$ cat config.mk
export PLATFORM = sky130hd
export DESIGN_NAME = ahb_lite_master
export DESIGN_NICKNAME = d
export VERILOG_FILES = /design/src/rtl/ahb_pkg.sv /design/src/rtl/ahb_lite_master.sv
export SDC_FILE = /design/constraint.sdc
export NUM_CORES = 1
export LEC_CHECK = 0
export CORE_ASPECT_RATIO = 1.4
export CORE_MARGIN = 4
export CORE_UTILIZATION = 43
export CTS_CLUSTER_DIAMETER = 40
export CTS_CLUSTER_SIZE = 8
export DETAILED_ROUTE_END_ITERATION = 8
export PLACE_DENSITY = 0.8
export SKIP_LAST_GASP = 1
export SLEW_MARGIN = 40
export SYNTH_ARGS = -nofsm -noshare
export SYNTH_HDL_FRONTEND = slang
export SYNTH_SLANG_ARGS = --single-unit
export TNS_END_PERCENT = 20
$ cat constraint.sdc
create_clock -name HCLK -period 4.68 [get_ports HCLK]
set_input_delay 0.468 -clock HCLK [delete_from_list [all_inputs] [get_ports HCLK]]
set_output_delay 0.468 -clock HCLK [all_outputs]
set_load 0.1 [all_outputs]
$ cat src/rtl/ahb_pkg.sv
// AHB-Lite protocol constants and types shared by the AHB-Lite master.
//   htrans_t      : HTRANS encodings
//   BYTE/HALF/WORD: HSIZE encodings supported by the master
//   HRESP_*       : HRESP encodings
//   HBURST_SINGLE : the only burst type the master issues
//   ahbm_state_t  : master error-handling FSM state (NORMAL, ERR_CANCEL)
//   addr_misaligned(): alignment test of a byte address against an HSIZE value
package ahb_pkg;

  typedef enum logic [1:0] {
    IDLE   = 2'b00,
    BUSY   = 2'b01,
    NONSEQ = 2'b10,
    SEQ    = 2'b11
  } htrans_t;

  localparam logic [2:0] BYTE = 3'b000;
  localparam logic [2:0] HALF = 3'b001;
  localparam logic [2:0] WORD = 3'b010;

  localparam logic HRESP_OKAY  = 1'b0;
  localparam logic HRESP_ERROR = 1'b1;

  localparam logic [2:0] HBURST_SINGLE = 3'b000;

  typedef logic [0:0] ahbm_state_t;
  localparam ahbm_state_t NORMAL     = 1'b0;
  localparam ahbm_state_t ERR_CANCEL = 1'b1;

  function automatic logic addr_misaligned(input logic [31:0] addr, input logic [2:0] size);
    case (size)
      HALF:    return addr[0];
      WORD:    return |addr[1:0];
      default: return 1'b0;
    endcase
  endfunction

endpackage

$ cat src/rtl/ahb_lite_master.sv
// Single-master AHB-Lite initiator. Converts a valid/ready request stream into
// pipelined SINGLE transfers and returns in-order responses.
//
// Ports:
//   HCLK, HRESET            : clock (rising edge), asynchronous active-high reset
//   req_valid/req_ready     : request handshake (req_ready is combinational)
//   req_write, req_addr,
//   req_size, req_wdata     : request payload
//   rsp_valid, rsp_rdata,
//   rsp_err                 : one-cycle response pulse, in request order
//   HADDR..HWDATA           : AHB-Lite master outputs
//   HRDATA, HREADY, HRESP   : AHB-Lite slave responses
//
// Optional build macro AHBM_ALIGN_CHECK_EN: misaligned requests are not put on
// the bus and complete with rsp_err=1, rsp_rdata=0, keeping response order.
module ahb_lite_master
  import ahb_pkg::*;
#(
  parameter logic [3:0] HPROT_VAL = 4'b0011
) (
  input  logic        HCLK,
  input  logic        HRESET,
  input  logic        req_valid,
  output logic        req_ready,
  input  logic        req_write,
  input  logic [31:0] req_addr,
  input  logic [2:0]  req_size,
  input  logic [31:0] req_wdata,
  output logic        rsp_valid,
  output logic [31:0] rsp_rdata,
  output logic        rsp_err,
  output logic [31:0] HADDR,
  output logic [1:0]  HTRANS,
  output logic        HWRITE,
  output logic [2:0]  HSIZE,
  output logic [2:0]  HBURST,
  output logic [3:0]  HPROT,
  output logic [31:0] HWDATA,
  input  logic [31:0] HRDATA,
  input  logic        HREADY,
  input  logic        HRESP
);

  // Address slot: the request currently presented in (or waiting for) an address phase.
  logic        a_valid_q;
  logic        a_write_q;
  logic [31:0] a_addr_q;
  logic [2:0]  a_size_q;
  logic [31:0] a_wdata_q;

  // Data slot: the transfer currently in its data phase.
  logic        d_valid_q;
  logic        d_write_q;
  logic [31:0] hwdata_q;

  ahbm_state_t state_q, state_d;

  logic        rsp_valid_q;
  logic        rsp_err_q;
  logic [31:0] rsp_rdata_q;

  logic a_bad;
  logic d_bad;
  logic is_normal;
  logic d_live;
  logic accept;
  logic a_move;
  logic complete;

`ifdef AHBM_ALIGN_CHECK_EN
  logic a_bad_q;
  logic d_bad_q;

  assign a_bad = a_bad_q;
  assign d_bad = d_bad_q;

  always_ff @(posedge HCLK or posedge HRESET) begin
    if (HRESET) begin
      a_bad_q <= 1'b0;
      d_bad_q <= 1'b0;
    end else begin
      if (accept) begin
        a_bad_q <= addr_misaligned(req_addr, req_size);
      end
      if (a_move) begin
        d_bad_q <= a_bad_q;
      end
    end
  end
`else
  assign a_bad = 1'b0;
  assign d_bad = 1'b0;
`endif

  assign is_normal = (state_q == NORMAL);
  // A bad entry in D never reached the bus, so HRESP does not belong to it.
  assign d_live    = d_valid_q && !d_bad;

  assign req_ready = !a_valid_q ||
                     (HREADY && is_normal && !(d_live && (HRESP == HRESP_ERROR)));
  assign accept    = req_valid && req_ready;
  // A leaves the address slot on a ready edge in NORMAL: either its NONSEQ was
  // taken, or it is a bad entry that was held IDLE.
  assign a_move    = HREADY && a_valid_q && is_normal;
  // Bad entries complete on the edge after entering D, whatever HREADY is.
  assign complete  = d_valid_q && (HREADY || d_bad);

  always_comb begin
    state_d = state_q;
    case (state_q)
      NORMAL: begin
        if (d_live && (HRESP == HRESP_ERROR) && !HREADY) begin
          state_d = ERR_CANCEL;
        end
      end
      ERR_CANCEL: begin
        if (HREADY) begin
          state_d = NORMAL;
        end
      end
      default: state_d = NORMAL;
    endcase
  end

  always_ff @(posedge HCLK or posedge HRESET) begin
    if (HRESET) begin
      state_q <= NORMAL;
    end else begin
      state_q <= state_d;
    end
  end

  always_ff @(posedge HCLK or posedge HRESET) begin
    if (HRESET) begin
      a_valid_q <= 1'b0;
      a_write_q <= 1'b0;
      a_addr_q  <= '0;
      a_size_q  <= '0;
      a_wdata_q <= '0;
    end else if (accept) begin
      a_valid_q <= 1'b1;
      a_write_q <= req_write;
      a_addr_q  <= req_addr;
      a_size_q  <= req_size;
      a_wdata_q <= req_wdata;
    end else if (a_move) begin
      a_valid_q <= 1'b0;
    end
  end

  always_ff @(posedge HCLK or posedge HRESET) begin
    if (HRESET) begin
      d_valid_q <= 1'b0;
      d_write_q <= 1'b0;
      hwdata_q  <= '0;
    end else if (a_move) begin
      d_valid_q <= 1'b1;
      d_write_q <= a_write_q;
      if (!a_bad) begin
        hwdata_q <= a_wdata_q;
      end
    end else if (complete) begin
      d_valid_q <= 1'b0;
    end
  end

  always_ff @(posedge HCLK or posedge HRESET) begin
    if (HRESET) begin
      rsp_valid_q <= 1'b0;
      rsp_rdata_q <= '0;
      rsp_err_q   <= 1'b0;
    end else begin
      rsp_valid_q <= complete;
      rsp_rdata_q <= (complete && !d_write_q && !d_bad) ? HRDATA : 32'h0;
      rsp_err_q   <= complete && (d_bad || (HRESP == HRESP_ERROR));
    end
  end

  assign HTRANS    = (a_valid_q && is_normal && !a_bad) ? NONSEQ : IDLE;
  assign HADDR     = a_addr_q;
  assign HWRITE    = a_write_q;
  assign HSIZE     = a_size_q;
  assign HBURST    = HBURST_SINGLE;
  assign HPROT     = HPROT_VAL;
  assign HWDATA    = hwdata_q;

  assign rsp_valid = rsp_valid_q;
  assign rsp_rdata = rsp_rdata_q;
  assign rsp_err   = rsp_err_q;

endmodule

==> out/metrics.cfg <==
[finish]
final_nets=772
fillerInstances=1014
utilization=0.612
n_antenna_cell=0
drive_gt1_frac=0.266
area_delta_synth_final_pct=39.7

[cts]
ctsHoldBuffers=0
clk_latency_ns=0.41
ctsResizeCount=0
cts_buffers=17
cts_tree=done
clkSinkCount=138
cts.htree.levels=4
cts_buffer_depth=2
post-cts-setup-buffer-count=0
root_buffer=clkbuf_16
clkTransAtPathRegs_ns=0.06

[sta]
fin_crit_ns=2.24
slew_headroom=0.493
drv_slew=0
finalSetupViolations=0
finalHoldViolCount=0
skew_ns=0.00882
worstMarginPinSlew_ns=0.761
rsz0062_at_grt=no
whs_ns=0.398
fmax_ghz=0.447
post-route-period-util=0.478
tns_ns=0

[floorplan]
die-area_mm2=0.0144
initial_core_util=0.438
ioPinCount=217
die_w_um=103
coreArea_mm2=0.0123
fp-row-count=48
die_height_um=141

[pwr]
switching_share=0.509
power_switching_w=0.00295
clkPwrFrac=0.232
power.internal_w=0.00285
total_power_w=0.00580
power_density_mw_per_mm2=770
power.share.combinational=0.478
power.leakage_nw=3.73
p_seq_frac=0.290
ir_drop_mv=0.359

[setup_path]
arrival_ns=1.77
cp_max_fo=6
end_kind=primary output
crit_type=input pin to primary output
critical_path_required_ns=4.21
cp-start-kind=input pin

[route]
viasPerCell=5.06
wire_per_inst_um=17.0
ant_nets=0
drt_wl_total_um=14100
vias=4199
first_pass_iters=4
drt_iter0_drc=178
drcViolationCount=0

[synthesis]
synth-seq-cells=138
netlist_area_mm2=0.00540
netlist_top_cells_count=dfrtp_1 (138), nand2_1 (137), o22ai_1 (66)
async_reset_ff_frac=1.00
syn-mean-instance-area_um2=11.4
yosysTopAreaCell=dfrtp_1
synth-edff-count=0
yosysMostFrequentCell=dfrtp_1
netlist_instances=473
synth_area_leaders=dfrtp_1 (64%), nand2_1 (9.5%), o22ai_1 (7.7%)
synth_top_area_share=0.640
synth_cell_types=24
synth_ff_type=dfrtp_1
yosysWarnings=0
yosysSeqAreaShare=0.640

[hold_path]
hp-class=input pin to flip-flop

[place]
place_hpwl_um=9280
io_buffers=208
place_congestion=0.765

[run]
maxCapViolations=0

[global_routing]
antenna_found_initial=0
grt_pass1_vias=4449
grt_pass1_wl_um=22300
grt_start_max_net_pins=108
grt_overflow=0
grt_usage=0.199

[status]
outcome=complete, no violations

[cell type report]
cell class | count | area, um2 | area share
Inverter | 4 | 22.5 | 0.00299
Tap cell | 150 | 188 | 0.0249
Multi-Input combinational cell | 292 | 1670 | 0.221
Clock buffer | 23 | 458 | 0.0608
Clock inverter | 9 | 140 | 0.0186
Sequential cell | 138 | 3450 | 0.458
Timing Repair Buffer | 214 | 1610 | 0.213
[power by group through the flow]
stage	registers [W]	logic (W)	clock network, W
CTS	0.00168	0.00279	0.00137
detailed placement	0.00170	0.00278	0
global route	0.00172	0.00288	0.00144
global placement	0.00168	0.00299	0
floorplan	0.00347	0.000526	0
finish	0.00168	0.00277	0.00135
[flip-flops by register name, summed over array words and instances (netlist names)]
name / cells
HSIZE: 3
a_valid_q: 1
HADDR: 32
HWRITE: 1
a_wdata_q: 32
d_write_q: 1
rsp_rdata: 32
rsp_valid: 1
HWDATA: 32
state_q: 1
rsp_err: 1
d_live: 1
[worst max-delay path: stages]
cell	delay, ns
clkdlybuf4s50_1	0.61
nand2b_2	0.13
o21a_2	0.22
inv_1	0.06
buf_4	0.28
[cell families after synthesis]
kind of cell / share of synthesized area
AOI/OAI and AO/OA: 0.0844
buffers and inverters: 0.0575
DFF: 0.640
muxes: 0.0689
other: 0.00139
and+or+nand+nor: 0.148
[worst paths after layout]
kind | startpoint | endpoint | slack (ns) | depth (start not counted)
max in group asynchronous | HRESET | HWDATA[28] | 3.17 | 3
min in group asynchronous | HRESET | HADDR[9] | 0.60 | 2
worst max register to register | d_live | a_wdata_q[17] | 2.82 | 4
worst min register to register | HWDATA[28] | HWDATA[28] | 0.50 | 1
worst min-delay path | req_valid | a_valid_q | 0.40 | 3
worst max-delay path | HREADY | req_ready | 2.44 | 5
[per-layer routing]
layer | part of all wire | GRT usage | wire length (um)
met4 | 0.019 | 0.0719 | 274
met3 | 0.086 | 0.0708 | 1220
met5 | 0 | 0 | 0
met2 | 0.51 | 0.331 | 7210
met1 | 0.38 | 0.234 | 5390
[stage by stage]
stage | instances | instance area, um2 | worst slack [ns]
after global routing | 830 | 7540 | 2.37
final | 830 | 7540 | 2.44
after global placement | 797 | 7430 | 1.99
after floorplan | 479 | 5420 | 0.516
after CTS | 829 | 7520 | 2.25
after detailed placement | 797 | 6930 | 1.87
[cell usage in the layout, fill, tap and decap left out, types with 2 or more instances in the layout]
cell type and n:
mux2_2 33, bufinv_16 3, buf_2 104, buf_4 6
nand2_1 137, inv_1 2, clkbuf_16 17, clkbuf_1 5
conb_1 8, clkdlybuf4s50_1 103, nor2_1 2, and2_1 34
nand2b_2 2, clkinvlp_4 2, dfrtp_1 138, clkinv_4 3
o22ai_2 2, o22ai_1 66
Note: power is estimated with default switching activity, not from simulation.
